### config.mk
export PLATFORM = sky130hd
export DESIGN_NAME = boron_decrypt_core
export DESIGN_NICKNAME = d
export VERILOG_FILES = /design/src/rtl/boron_pkg.sv /design/src/rtl/boron_inv_round.sv /design/src/rtl/boron_decrypt_core.sv
export SDC_FILE = /design/constraint.sdc
export NUM_CORES = 1
export LEC_CHECK = 0
export ABC_AREA = 1
export BUFFER_PORTS_ARGS = -buffer_cell sky130_fd_sc_hd__buf_2
export CORE_UTILIZATION = 51
export CTS_CLUSTER_DIAMETER = 50
export DETAILED_ROUTE_END_ITERATION = 8
export PLACE_DENSITY = 0.79
export SLEW_MARGIN = 15
export SYNTH_ARGS = -nofsm -noshare
export SYNTH_HDL_FRONTEND = slang
export SYNTH_HIERARCHICAL = 1
export SYNTH_SLANG_ARGS = --single-unit
### constraint.sdc
create_clock -name clk_i -period 1.95 [get_ports clk_i]
set_input_delay 0.0975 -clock clk_i [delete_from_list [all_inputs] [get_ports clk_i]]
set_output_delay 0.0975 -clock clk_i [all_outputs]
set_load 0.02 [all_outputs]
### src/rtl/boron_pkg.sv
// Shared BORON definitions: round count, rotation amount, S-box tables and the nibble
// shuffle used by both the encrypt and decrypt datapaths.
package boron_pkg;

  localparam int NUM_ROUNDS_DEF = 25;
  localparam int ROT_AMT        = 7;

  // Nibble i of each table sits at bits [4i+3:4i].
  localparam logic [63:0] SBOX     = 64'h2174_8FE3_DA09_B65C;
  localparam logic [63:0] INV_SBOX = 64'hA970_364B_D21C_8FE5;

  typedef logic [15:0] word_t;
  typedef logic [63:0] block_t;

  typedef enum logic [1:0] {IDLE, ROUND, DONE} fsm_e;

  function automatic logic [3:0] sbox4(input logic [3:0] x);
    return SBOX[{x, 2'b00} +: 4];
  endfunction

  function automatic logic [3:0] inv_sbox4(input logic [3:0] x);
    return INV_SBOX[{x, 2'b00} +: 4];
  endfunction

  // The forward shuffle moves source nibble i to nibble (5*i + 3) mod 16.
  function automatic logic [3:0] shuffle_dst(input int i);
    return 4'(5 * i + 3);
  endfunction

  function automatic block_t shuffle(input block_t x);
    block_t r;
    r = '0;
    for (int i = 0; i < 16; i++) begin
      r[{shuffle_dst(i), 2'b00} +: 4] = x[{4'(i), 2'b00} +: 4];
    end
    return r;
  endfunction

  function automatic block_t inv_shuffle(input block_t x);
    block_t r;
    r = '0;
    for (int i = 0; i < 16; i++) begin
      r[{4'(i), 2'b00} +: 4] = x[{shuffle_dst(i), 2'b00} +: 4];
    end
    return r;
  endfunction

endpackage

### src/rtl/boron_inv_round.sv
// One BORON inverse round, purely combinational: inverse XOR mix, rotate right,
// inverse shuffle, inverse S-box on every nibble, then round-key addition.
module boron_inv_round
  import boron_pkg::*;
(
  input  block_t state_i,
  input  block_t rk_i,
  output block_t state_o,
  output block_t mix_o
);

  word_t w0, w1, w2, w3;
  block_t rot, shuf, sub;

  assign {w3, w2, w1, w0} = state_i;

  assign mix_o = {w2 ^ w3, w0 ^ w1 ^ w2, w1 ^ w2 ^ w3, w0 ^ w1};
  assign rot   = (mix_o >> ROT_AMT) | (mix_o << (64 - ROT_AMT));
  assign shuf  = inv_shuffle(rot);

  for (genvar gi = 0; gi < 16; gi++) begin : g_sbox
    assign sub[4*gi +: 4] = inv_sbox4(shuf[4*gi +: 4]);
  end

  assign state_o = sub ^ rk_i;

endmodule

### src/rtl/boron_decrypt_core.sv
// Iterative BORON decryptor, one inverse round per clock with external round keys.
// Define BORON_DEC_ZEROIZE_EN to hide intermediate state and clear it after output.
module boron_decrypt_core
  import boron_pkg::*;
#(
  parameter int NUM_ROUNDS = NUM_ROUNDS_DEF,
  parameter int RK_IDX_W   = 5
) (
  input  logic                clk_i,
  input  logic                rst_ni,
  input  logic                in_valid_i,
  output logic                in_ready_o,
  input  logic [63:0]         data_i,
  output logic [RK_IDX_W-1:0] rk_idx_o,
  input  logic [63:0]         rk_i,
  output logic                out_valid_o,
  input  logic                out_ready_i,
  output logic [63:0]         data_o,
  output logic                busy_o
);

  if (NUM_ROUNDS >= (1 << RK_IDX_W)) begin : g_bad_cfg
    $error("NUM_ROUNDS does not fit in RK_IDX_W bits");
  end

  localparam logic [RK_IDX_W-1:0] WHITEN_IDX = RK_IDX_W'(NUM_ROUNDS);
  localparam logic [RK_IDX_W-1:0] FIRST_RND  = RK_IDX_W'(NUM_ROUNDS - 1);

  fsm_e                fsm_q, fsm_d;
  block_t              state_q, state_d;
  logic [RK_IDX_W-1:0] rnd_q, rnd_d;
  logic [RK_IDX_W-1:0] rk_idx_q, rk_idx_d;
  logic                in_ready_q, in_ready_d;
  logic                out_valid_q, out_valid_d;
  logic                busy_q, busy_d;
  block_t              round_out;
  block_t              round_mix;

  boron_inv_round u_inv_round (
    .state_i (state_q),
    .rk_i    (rk_i),
    .state_o (round_out),
    .mix_o   (round_mix)
  );

  always_comb begin
    fsm_d       = fsm_q;
    state_d     = state_q;
    rnd_d       = rnd_q;
    rk_idx_d    = rk_idx_q;
    in_ready_d  = in_ready_q;
    out_valid_d = out_valid_q;
    busy_d      = busy_q;
    case (fsm_q)
      IDLE: begin
        if (in_valid_i) begin
          state_d    = data_i ^ rk_i;
          rnd_d      = FIRST_RND;
          rk_idx_d   = FIRST_RND;
          fsm_d      = ROUND;
          in_ready_d = 1'b0;
          busy_d     = 1'b1;
        end
      end
      ROUND: begin
        state_d = round_out;
        if (rnd_q == '0) begin
          fsm_d       = DONE;
          rk_idx_d    = WHITEN_IDX;
          busy_d      = 1'b0;
          out_valid_d = 1'b1;
        end else begin
          rnd_d    = rnd_q - 1'b1;
          rk_idx_d = rnd_q - 1'b1;
        end
      end
      DONE: begin
        if (out_ready_i) begin
          fsm_d       = IDLE;
          out_valid_d = 1'b0;
          in_ready_d  = 1'b1;
`ifdef BORON_DEC_ZEROIZE_EN
          state_d     = '0;
`endif
        end
      end
      default: begin
        fsm_d       = IDLE;
        rk_idx_d    = WHITEN_IDX;
        in_ready_d  = 1'b1;
        out_valid_d = 1'b0;
        busy_d      = 1'b0;
      end
    endcase
  end

  always_ff @(posedge clk_i or negedge rst_ni) begin
    if (!rst_ni) begin
      fsm_q       <= IDLE;
      state_q     <= '0;
      rnd_q       <= '0;
      rk_idx_q    <= WHITEN_IDX;
      in_ready_q  <= 1'b1;
      out_valid_q <= 1'b0;
      busy_q      <= 1'b0;
    end else begin
      fsm_q       <= fsm_d;
      state_q     <= state_d;
      rnd_q       <= rnd_d;
      rk_idx_q    <= rk_idx_d;
      in_ready_q  <= in_ready_d;
      out_valid_q <= out_valid_d;
      busy_q      <= busy_d;
    end
  end

  assign in_ready_o  = in_ready_q;
  assign out_valid_o = out_valid_q;
  assign busy_o      = busy_q;
  assign rk_idx_o    = rk_idx_q;

`ifdef BORON_DEC_ZEROIZE_EN
  assign data_o = out_valid_q ? state_q : '0;
`else
  assign data_o = state_q;
`endif

  // The mix stage is only observed on the standalone round instance.
  logic unused_mix;
  assign unused_mix = ^round_mix;

endmodule

---- Word level (Yosys, flattened, before mapping) ----
Index checks and enable logic that the tools add are counted.
cells by class
  $add $sub $neg .......................... 1
  equality and inequality tests ........... 6
  shift operators ......................... 16
  multiplexer cells ....................... 20
  bitwise operators ....................... 11
  reductions and logical operators ........ 10
operator list
  cell                                                                          number
  64-bit by 7-bit variable part select with 4-bit output, first input constant  16
  64-bit case mux with 2 select lines                                           1
  64-bit bitwise XOR                                                            2
  16-bit bitwise XOR                                                            5
  64-bit two-way mux                                                            1
  57-bit by 64-bit bitwise OR with 64-bit output                                1
  5-bit two-way mux                                                             3
  5-bit case mux with 3 select lines                                            1
  3-bit AND reduction                                                           5
  5-bit case mux with 2 select lines                                            1
  1-bit case mux with 3 select lines                                            3
  2-bit inequality test, second input constant                                  4
  1-bit two-way mux                                                             6
  2-bit two-way mux                                                             3
  2-bit case mux with 3 select lines                                            1
  5-bit zero test                                                               1
  5-bit by 1-bit subtractor with 5-bit output, second input constant            1
  2-bit AND reduction                                                           2
  1-bit inverter                                                                3
  2-bit by 1-bit equality test with 1-bit output, second input constant         1
  2-bit equality test, second input constant                                    1
  2-bit zero test                                                               1
  2-bit nonzero test                                                            1
word-level totals
  register bits after elaboration ......... 79
  bits of input ports ..................... 132
  output and inout bits ................... 72
  logic and storage cells ................. 71

---- Depth between registers and ports, before layout ----
  depth in word-level cells ............... 6
  mapped depth ............................ 17
  mapped depth without buffers ............ 17

---- By module ----
Netlist, hierarchy kept.
by module, submodules not included
  module              times used  cells an instance  area an instance (sq um)  seq. area each (sq um)
  boron_inv_round     1           949                4,879.7                   0.0
  boron_decrypt_core  1           603                4,440.5                   1,981.9

---- Least setup slack after synthesis ----
No wires, ideal clock.
  path kind ............................... reg2reg
  from .................................... register state_q[15] (netlist: data_o[15])
  to ...................................... register state_q[44] (netlist: data_o[44])
  library setup time ...................... 0.120 ns
  arrival ................................. 2.116 ns
  data required time ...................... 1.830 ns
  path slack .............................. -0.287 ns
  stages on the path, launching flop included .. 15
  path buffers ............................ 0
  period minus slack after synthesis ...... 2.237 ns
  cell sequence ........................... dfrtp_1 > xnor2_1 > nand2_1 > nand2_1 > inv_1 > ha_1 > or2_2 > o21ai_0 > nand2_1 > nand3b_1 > nand2_1 > nand2_1 > nand2_1 > o21ai_1 > nand2_1
on the way
  word-level cells in the longest chain between the ends .. 6
RTL lines
  item                                                    RTL line                   source
  start: declaration                                      boron_decrypt_core.sv:30   block_t state_q, state_d;
  start signal: assignment                                boron_decrypt_core.sv:108  state_q <= state_d;
  16-bit bitwise XOR (2 in series)                        boron_inv_round.sv:17      assign mix_o = {w2 ^ w3, w0 ^ w1 ^ w2, w1 ^ w2 ^ w3, w0 ^ w1};
  net round_mix[47]                                       boron_decrypt_core.sv:37   block_t round_mix;
  57-bit by 64-bit bitwise OR with 64-bit output          boron_inv_round.sv:18      assign rot = (mix_o >> ROT_AMT) | (mix_o << (64 - ROT_AMT));
  64-bit by 7-bit variable part select with 4-bit output  boron_pkg.sv:22            return INV_SBOX[{x, 2'b00} +: 4];
  64-bit bitwise XOR                                      boron_inv_round.sv:25      assign state_o = sub ^ rk_i;
  net round_out[44]                                       boron_decrypt_core.sv:36   block_t round_out;
  64-bit case mux with 2 select lines                     boron_decrypt_core.sv:54   case (fsm_q)
The timed path passes the listed nets, and every way through them passes these cells.
A chain may end at the register's enable or synchronous reset.

---- Worst setup path after layout ----
  from .................................... register state_q[52] (netlist: data_o[52])
  to ...................................... register state_q[0] (netlist: data_o[0])
on the way
  word-level cells in the longest chain between the ends .. 5
RTL lines
  item                                                    RTL line
  16-bit bitwise XOR                                      boron_inv_round.sv:17
  57-bit by 64-bit bitwise OR with 64-bit output          boron_inv_round.sv:18
  64-bit by 7-bit variable part select with 4-bit output  boron_pkg.sv:22
  64-bit bitwise XOR                                      boron_inv_round.sv:25
  net round_out[0]                                        boron_decrypt_core.sv:36
  64-bit case mux with 2 select lines                     boron_decrypt_core.sv:54
The timed path passes the listed nets, and every way through them passes these cells.

==> flow_results.org <==
** Placement
- Last weighted congestion value of the routability-driven placer :: ~0.98
- OpenSTA, run right after detailed placement, puts the worst setup slack at -0.162 ns.
- IO buf count :: slightly above 200
- After detailed placement, the total cell area comes to between 10,000 and 15,000 µm².
- Once detailed placement completed, the half-perimeter wirelength came to 22,300 µm.

** Run status
- The flow ran to the end, but the final reports show violations.
- Violated checks :: negative setup slack

** Floorplanning
- Initial core utilization :: 51.9%
- Y dimension of the die :: approximately 140 µm
- I/O pin count :: 204
- In this run the standard cell core region covers between 15,000 and 20,000 µm².
- From left edge to right edge, the die measures between 100 and 150 µm.
- Placement row count :: 49
- The floorplan step defined a die boundary enclosing 18,800 µm².

** Global route
- The number of global-route vias before repair is around 10k.
- The first global-routing pass estimated around 47,000 µm of wire.
- Largest net degree at the start of global routing :: 53
- Global routing finished with a remaining overflow of 0.
- Total GRT Usage :: between 30% and 40%
- The initial antenna violation count was 1.

** Timing
- Final setup violating endpoints :: 32
- Number of endpoints with negative hold slack in the final report :: 0
- Setup repair after global routing missed its margin :: yes
- Setup clock skew after layout :: between 0.01 and 0.015 ns
- Across all setup checks in the final design, the least slack found is -0.142 ns.
- Relative slew slack :: roughly 52%
- The number of max-slew violations in the final report is 0.
- For this run, the top clock speed supported by timing is around 0.48 GHz.
- Tightest Pin Transition :: between 0.7 and 0.8 ns
- Hold timing on the final database bottoms out at a slack of 0.0470 ns.
- In the finished design, the share of the clock period the worst path needs comes to 107%.
- Final worst path period need :: 2.09 ns

** Clocking
- CTS built an H-tree with a depth of 3.
- Clock buffer count from CTS :: 9
- TritonCTS built the clock tree.
- CTS clock-pin slew for the worst setup and hold paths :: around 0.07 ns
- Clock insertion delay at the later pin of the skew report :: roughly 0.35 ns
- The clock net in this run drives a total of ~80 sinks.
- The clock passes through at most 2 buffers.
- Clk Tree Root Cell :: clkbuf_16

** Worst setup path
- Worst-path cell with the longest stage delay :: dfrtp_2
- On the worst path, the slowest cell contributes a delay of around 0.46 ns.
- The worst setup path is launched from a flip-flop.
- STA puts the critical path data required time at between 2 and 2.5 ns.
- STA classifies the critical path endpoint as a flip-flop.
- Maximum fanout encountered on the critical timing path :: 4
- The critical path is of the reg2reg type.
- Crit path top cell by count :: nand2_1
- CP Data Arrival Time :: roughly 2.3 ns
- The critical path goes through xnor2_4, inv_2, nand2_2, nand2_4, buf_4, ha_2, nor2_1, nand2_1, nand3_2, nand2_1, nand2_1, nand2_1, o211ai_1, nand2_1.

** Detailed routing
- The count of nets left with antenna violations once routing finished came out at 0.
- The final layout contains routed wiring with a total length of 34,500 µm.
- Drt pass-1 iters :: 6
- Summing over every cut layer, the via total after detailed routing is 11.7k.
- DRC viols :: 0
- After detailed routing, the number of vias per cell comes to ~5.4.
- In the final routed layout, each cell accounts on average for about 16 µm.
- Number of DRC violations after detailed-routing iteration 0 :: 963

** Synthesis
- Yosys mapped a number of flops with a built-in enable equal to 0.
- Post-synthesis cell area :: roughly 9300 µm²
- Synthesis-stage register bit count :: 79
- Yosys printed 6 warnings.
- The most used flip-flop cell after synthesis is dfrtp_1.
- Library cell with the highest instance count after synthesis :: nand2_1
- Share of the synthesized area in the top cell type :: between 20 and 30%
- Yosys attributes the largest share of cell area to nand2_1 (30%), dfrtp_1 (20%), ha_1 (11%), inv_1 (8.9%), nand3_1 (7.7%).
- In the synthesized netlist the async set-or-reset flop fraction comes to between 90% and 100%.
- Mapped Nets :: around 1.8k
- Sequential share of the synthesized area :: 21.3%
- Post-Synthesis Cells :: 1,552
- The biggest area contributor in the post-synthesis netlist is nand2_1.
- After synthesis, the most frequently instantiated cells are nand2_1 (737), inv_1 (220), nand3_1 (144), xor2_1 (80), ha_1 (79).
- Number of distinct library cells after synthesis :: 27
- A synthesized cell averages about 6 µm².

** Final layout
- Count of filler cells inserted in the layout :: approximately 1.2k
- In the final layout, the share of cells above drive strength 1 is 40.2%.
- For this run, the post-layout net count is between 2k and 2.5k.
- Final Core Density :: around 78%
- The finished cells cover between 10,000 and 15,000 µm².
- Compared with the post-synthesis result, the final layout area differs by 49.5%.

** Run
- Max-cap violations in this run came to 0.

** Hold path
- Type of the worst min-delay path :: in2reg
[state kept, by name (all words and copies together), names as in the netlist]
register	count
data_o	64
rk_idx_o	5
rnd_q	5
fsm_q	2
busy_o	1
in_ready_o	1
out_valid_o	1
[metrics by stage]
| stage | instances | setup TNS, ns |
|---|---|---|
| after floorplan | 1552 | -0.461 |
| after global placement | 2106 | -0.887 |
| final | 2161 | -1.68 |
| after global routing | 2161 | -6.30 |
| after CTS | 2147 | -0.0913 |
| after detailed placement | 2106 | -1.97 |
[worst max-delay path, delay by kind of cell (launching register included)]
| kind | cells | cell delay, ns |
|---|---|---|
| XOR/XNOR | 1 | 0.22 |
| AO/OA/AOI/OAI | 1 | 0.23 |
| AND/OR/NAND/NOR | 9 | 0.65 |
| flip-flops | 1 | 0.46 |
| adder cells (fa/ha/maj) | 1 | 0.18 |
| buffers and inverters | 2 | 0.22 |
[logic make-up (layout without fill, tap and decap cells)]
group	count (synthesis)	after routing	synth area share, %
adder cells (fa/ha/maj)	79	79	10.6
flip-flops	79	79	21.3
AND/OR/NAND/NOR	916	916	39.4
buffers and inverters	252	631	10.8
XOR/XNOR	105	105	10.6
other	0	1	0
AO/OA/AOI/OAI	121	121	7.33
[placed cells by master, fill, tap and decap left out, types with 2 or more instances in the layout]
cell type   instances
nand2_1           619
buf_2             202
inv_1             166
buf_4             164
nand3_1            93
nand2_2            88
xor2_1             70
inv_2              49
nand3_2            46
ha_1               42
dfrtp_1            41
o21ai_1            36
nand2_4            35
dfrtp_2            34
o211ai_1           30
ha_4               24
o21ai_2            22
o21ai_0            19
nor2_1             16
buf_6              16
ha_2               13
xnor2_1            10
clkbuf_16           9
xor2_4              9
buf_12              8
inv_4               8
a21oi_2             7
nand3b_1            6
xnor2_4             6
a21oi_1             5
xnor2_2             5
xor2_2              5
nand3_4             5
inv_6               4
dfstp_2             4
or2_4               3
nor2_2              3
clkinvlp_4          2
[worst paths after layout]
kind,startpoint,slack (ns),to,depth (start not counted)
worst max-delay path,data_o[52],-0.14,data_o[0],14
worst min-delay path,out_ready_i,0.05,fsm_q[1],3
worst max register to register,data_o[52],-0.14,data_o[0],14
worst min register to register,rk_idx_o[1],0.48,rk_idx_o[1],2
max in group asynchronous,rst_ni,1.09,data_o[41],3
min in group asynchronous,rst_ni,0.21,data_o[15],2
[routing by layer]
metal	global-route usage (%)	wire, µm
met5	0	0
met4	15.0	1590
met3	3.68	2400
met2	54.3	16900
met1	40.0	13600
[cell type report]
type	count	area [µm²]	area share (%)
Clock buffer	9	225	1.62
Tap cell	229	287	2.06
Multi-Input combinational cell	1221	7860	56.4
Antenna cell	1	2.50	0.0180
Sequential cell	79	2020	14.5
Timing Repair Buffer	391	2590	18.6
Inverter	224	866	6.21
Clock inverter	7	76.3	0.548
[repair_timing]
action	4_1_cts	5_1_grt
setup endpoints to repair	40	56
pin swaps	83	195
hold endpoints to repair	22	0
resized for setup	97	300
hold buffers	1	0
setup buffers	27	17
cloned	0	0
Power is not shown: default switching activity piles up to over one toggle a cycle in this logic, so the estimate is an artifact.
